[src/rtl/rf_scoreboard.sv]
// Register-file write-back scoreboard: per-GPR pending-write counters that stall ID on RAW/WAW hazards.
// Optional same-cycle WB bypass enabled by defining RF_SCOREBOARD_WB_BYPASS_EN.
module rf_scoreboard #(
   parameter int unsigned CNT_W = 2,
   parameter int unsigned NREG  = 32
) (
   input  logic       clk,
   input  logic       rst,
   input  logic       ds_valid,
   input  logic [4:0] ds_src1,
   input  logic       ds_src1_en,
   input  logic [4:0] ds_src2,
   input  logic       ds_src2_en,
   input  logic [4:0] ds_dest,
   input  logic       ds_rf_we,
   input  logic       es_allow_in,
   output logic       ds_stall,
   output logic       ds_issue,
   input  logic       ws_commit_valid,
   input  logic       ws_rf_we,
   input  logic [4:0] ws_dest,
   input  logic       flush,
   output logic       busy_any,
   output logic       ds_fwd1,
   output logic       ds_fwd2
);

   localparam int unsigned REG_W = 5;
   localparam logic [CNT_W-1:0] CNT_MAX = '1;
   localparam logic [CNT_W-1:0] CNT_ONE = CNT_W'(1);

   logic [CNT_W-1:0] cnt_q [NREG];
   logic [CNT_W-1:0] cnt_d [NREG];
   logic             busy_any_q;
   logic             busy_any_d;

   logic haz1, haz2, waw_sat, rel, alloc;
   logic fwd1, fwd2, waw_byp;
   logic stall, issue;

   // Hazard detection, optional bypass suppression, and issue decision
   always_comb begin
      haz1    = ds_src1_en && (ds_src1 != '0) && (cnt_q[ds_src1] != '0);
      haz2    = ds_src2_en && (ds_src2 != '0) && (cnt_q[ds_src2] != '0);
      waw_sat = ds_rf_we && (ds_dest != '0) && (cnt_q[ds_dest] == CNT_MAX);
      rel     = ws_commit_valid && ws_rf_we && (ws_dest != '0);
      fwd1    = 1'b0;
      fwd2    = 1'b0;
      waw_byp = 1'b0;
`ifdef RF_SCOREBOARD_WB_BYPASS_EN
      fwd1    = haz1 && (cnt_q[ds_src1] == CNT_ONE) && rel && (ws_dest == ds_src1);
      fwd2    = haz2 && (cnt_q[ds_src2] == CNT_ONE) && rel && (ws_dest == ds_src2);
      waw_byp = waw_sat && rel && (ws_dest == ds_dest);
`endif
      stall = ds_valid && ((haz1 && !fwd1) || (haz2 && !fwd2) || (waw_sat && !waw_byp));
      issue = ds_valid && es_allow_in && !stall && !flush;
      alloc = issue && ds_rf_we && (ds_dest != '0);
   end

   // Counter next state: alloc/release cancel on the same register; flush wipes everything
   always_comb begin
      cnt_d      = cnt_q;
      busy_any_d = 1'b0;
      cnt_d[0]   = '0;
      for (int unsigned r = 1; r < NREG; r++) begin
         if (flush) begin
            cnt_d[r] = '0;
         end else if (alloc && (ds_dest == REG_W'(r)) && !(rel && (ws_dest == REG_W'(r)))) begin
            cnt_d[r] = cnt_q[r] + CNT_ONE;
         end else if (rel && (ws_dest == REG_W'(r)) && !(alloc && (ds_dest == REG_W'(r)))
                      && (cnt_q[r] != '0)) begin
            cnt_d[r] = cnt_q[r] - CNT_ONE;
         end
         busy_any_d = busy_any_d | (cnt_d[r] != '0);
      end
   end

   always_ff @(posedge clk) begin
      if (rst) begin
         for (int unsigned r = 0; r < NREG; r++) cnt_q[r] <= '0;
         busy_any_q <= 1'b0;
      end else begin
         for (int unsigned r = 0; r < NREG; r++) cnt_q[r] <= cnt_d[r];
         busy_any_q <= busy_any_d;
      end
   end

`ifndef SYNTHESIS
   // Releasing a register with no pending write indicates a pipeline protocol bug
   always_ff @(posedge clk) begin
      if (!rst && !flush) begin
         assert (!(rel && (cnt_q[ws_dest] == '0)))
            else $error("rf_scoreboard: release of register %0d with no pending write", ws_dest);
      end
   end
`endif

   assign ds_stall = stall;
   assign ds_issue = issue;
   assign ds_fwd1  = ds_valid && fwd1;
   assign ds_fwd2  = ds_valid && fwd2;
   assign busy_any = busy_any_q;

endmodule

[config.mk]
export PLATFORM = sky130hd
export DESIGN_NAME = rf_scoreboard
export DESIGN_NICKNAME = d
export VERILOG_FILES = /design/src/rtl/rf_scoreboard.sv
export SDC_FILE = /design/constraint.sdc
export NUM_CORES = 1
export LEC_CHECK = 0
export BUFFER_PORTS_ARGS = -buffer_cell sky130_fd_sc_hd__buf_2
export CORE_ASPECT_RATIO = 0.9
export CORE_MARGIN = 2
export CORE_UTILIZATION = 35
export CTS_BUF_LIST = sky130_fd_sc_hd__clkbuf_16
export CTS_CLUSTER_DIAMETER = 100
export DETAILED_ROUTE_END_ITERATION = 6
export SLEW_MARGIN = 20
export SYNTH_ARGS = -nofsm -noshare
export SYNTH_HDL_FRONTEND = slang
export SYNTH_SLANG_ARGS = --single-unit
[constraint.sdc]
create_clock -name clk -period 3.7 [get_ports clk]
set_input_delay 0.37 -clock clk [delete_from_list [all_inputs] [get_ports clk]]
set_output_delay 0.37 -clock clk [all_outputs]
set_load 0.03 [all_outputs]
==> flow_summary.toml <==
[synthesis]
synthArstFlopShare = 0
ys_types = 88
ys.flop_type = "dfxtp_1"
syn_area_sq_um = 6437
syn_inst = 850
ys_warn_count = 0
avgSynthCellArea_sq_um = 7.573
ys_seq_elements = 63
ys_seq_area_frac = 0.1959
synth-edff-count = 0

[detailed_routing]
drt-total-wl_mm = 27.95
via_per_inst = 5.815
wire_per_inst_um = 20.65
wl_met1_mm = 11.16
drt_iter0_drc = 795
antenna_left = 0
dr_total_vias = 7868
drtPass1Iterations = 6
drcViolationCount = 0
wl_met3_mm = 3.180
top_layer_used = "met4"
wl_met2_mm = 12.07

[sta]
setup_viol = 1
skew_ps = 7.826
tns_ps = -175.5
max_freq_mhz = 258.0
rsz0062_at_grt = "yes"
fin_crit_sh = 1.047
period_needed_ps = 3876
worst_slew_pin_slew_ps = 1009
slew_viol_final = 0
finalHoldViolCount = 0
slew_headroom = 0.3224
fin_ws_ps = -175.5

[die]
fp.dieW_um = 147.0
placementRows = 47
core-area_sq_um = 18230
die_h_um = 132.7
io_pins = 35
start_util = 0.3531
die_area_sq_um = 19500

[worst_setup_path]
end_kind = "flip-flop"
crit_fanout = 4
timing.rr.start = "cnt_q[54]"
cp.arrival_ps = 4080
start_kind = "flip-flop"
r2r_slack_ps = -180
timing.rr.end = "busy_any"
crit_required_ps = 3900
crit_type = "flip-flop to flip-flop"
r2r_cells = 15

[grt]
overflow = 0
grt_max_degree = 39
grt_pass1_wl_mm = 41.88
grt_util_all_layers = 0.2843
antenna_found_initial = 1
grt_pass1_vias = 7286

[finish]
nNetsFinal = 1163
area_growth_pct = 42.45
drive_gt1_frac = 0.3668
final_area_sq_um = 9170
regArea_sq_um = 1290
finalNonFillerCells = 1353
multiInputGateArea_sq_um = 4931
fin_util = 0.5030
fill_cells = 1783

[worst_hold_path]
min_delay_path_depth = 2
hold_class = "primary input to flip-flop"
hp-start = "rst"
min_to = "cnt_q[40]"

[cts]
htree_levels = 3
hold_buffers = 0
clock_latency_ps = 360
cts-buffers-inserted = 9
clkTransAtPathRegs_ps = 60
clock-sinks = 63
cts_tree = "yes"
clk_path_buf_depth = 2
root_buffer = "clkbuf_16"

[placed_design]
gp_congestion = 1.020
placedCellCount = 1308
placed_cell_area_sq_um = 8381
port_buffers = 32
hpwl_mm = 21.98

[job]
max_cap_violations = 0

[outcome]
outcome = "complete, but fails checks"
violations = "setup timing"

[pwr]
power-per-cell-area_nw_per_um2 = 195.1
p_leak_nw = 3.614
vdd_drop_max_v = 0.0002369
-- repair_timing --
action | 4_1_cts | 5_1_grt
endpoints found under the setup margin | 1 | 1
hold endpoints to repair | 0 | 0
pin swaps | 13 | 24
buffers inserted | 12 | 15
cloned | 1 | 1
resized for setup | 37 | 54
-- cell usage after synthesis (all sizes together) (16+ instances only) --
cell,number,area (sq um)
ha,31,387.9
mux4,16,367.9
dfxtp,63,1261
nor2,143,546.8
inv,75,281.5
xnor2,30,262.8
nor2b,19,121.4
a31oi,19,125.1
o21ai,18,93.84
nand2,67,251.5
mux2i,30,300.3
nand3,36,195.2
buf,23,168.9
nand4,21,173.9
nor3,28,151.4
a21oi,35,175.2
-- final cells by class --
| cell class | count | share of cell area |
|---|---|---|
| inverters | 75 | 0.03070 |
| repair buffers | 274 | 0.2294 |
| multi-input cells | 679 | 0.5377 |
| well taps | 245 | 0.03343 |
| clock inverters | 7 | 0.003275 |
| flip-flops and latches | 63 | 0.1407 |
| diodes | 1 | 0.0002729 |
| clock buffers | 9 | 0.02456 |
-- through the flow --
stage / setup slack, ps / hold slack (ps) / total power, W
floorplan: 283.2 / 480.7 / 0.0008311
global placement: -520.5 / 618.8 / 0.0009654
detailed placement: -467.9 / 619.7 / 0.0009675
CTS: -44.39 / 329.3 / 0.001767
global route: -213.9 / 353.7 / 0.001841
finish: -175.5 / 335.8 / 0.001789
-- worst max-delay path by stage --
stage          endpoint        from
2_1_floorplan  busy_any  ds_src1[0]
3_3_place_gp   busy_any  ds_dest[0]
3_5_place_dp   busy_any  ds_dest[0]
4_1_cts        busy_any   cnt_q[10]
5_1_grt        busy_any    cnt_q[8]
6_report       busy_any   cnt_q[54]
-- where the power goes --
part	internal [W]	leakage, nW	switching (W)
clock	0.000440	0.129	0.000353
combinational	0.000133	2.97	0.000185
sequential	0.000677	0.518	0.000000528
-- critical path: stages (launching register included) --
cell,delay (ps)
dfxtp_1,330
nor2_1,230
o22ai_1,140
o311a_1,340
o21ai_1,390
nand4_4,180
buf_6,160
nor2_4,160
buf_6,140
buf_8,120
a31oi_4,80
mux2i_2,270
nand4_1,250
or4_1,570
nor4_2,270
a21oi_1,90
-- routing by layer --
| layer | global-route usage | vias to the layer above |
|---|---|---|
| met5 | 0 | - |
| met4 | 0.1394 | 0 |
| met2 | 0.4364 | 477 |
| li1 | - | 3620 |
| met1 | 0.3589 | 3679 |
| met3 | 0.09448 | 92 |
-- cells in the final DEF (no fill, tap or decap), types with 9 or more instances in the layout --
cell       count
dfxtp_2       17
nor2_1       129
a311oi_1       9
a21oi_1       32
mux4_2        14
nand3_1       32
inv_1         73
nand2b_1      11
nand2_1       66
nor3_1        22
nor2_2        10
buf_4        224
o211ai_1      11
nand4_1       17
o21ai_0       14
buf_6         11
nor2b_1       18
buf_2         31
a31oi_1       16
ha_1          31
and2_1        12
xnor2_1       30
dfxtp_1       44
clkbuf_16      9
mux2i_1       29
-- flip-flops by register name (all words and copies together) (netlist names) --
signal,cells
busy_any,1
cnt_q,62
-- logic make-up (layout without fill, tap and decap cells) --
group	Yosys count	after routing	synth area share
XOR/XNOR	30	30	0.04082
multiplexers	50	50	0.1108
AND/OR/NAND/NOR	388	390	0.3092
adder cells (fa/ha/maj)	31	31	0.06025
buffers and inverters	111	365	0.07755
other	1	3	0.0005825
AO/OA/AOI/OAI	176	176	0.2049
flip-flops	63	63	0.1959
No activity file was read; power rests on OpenSTA's default activity.
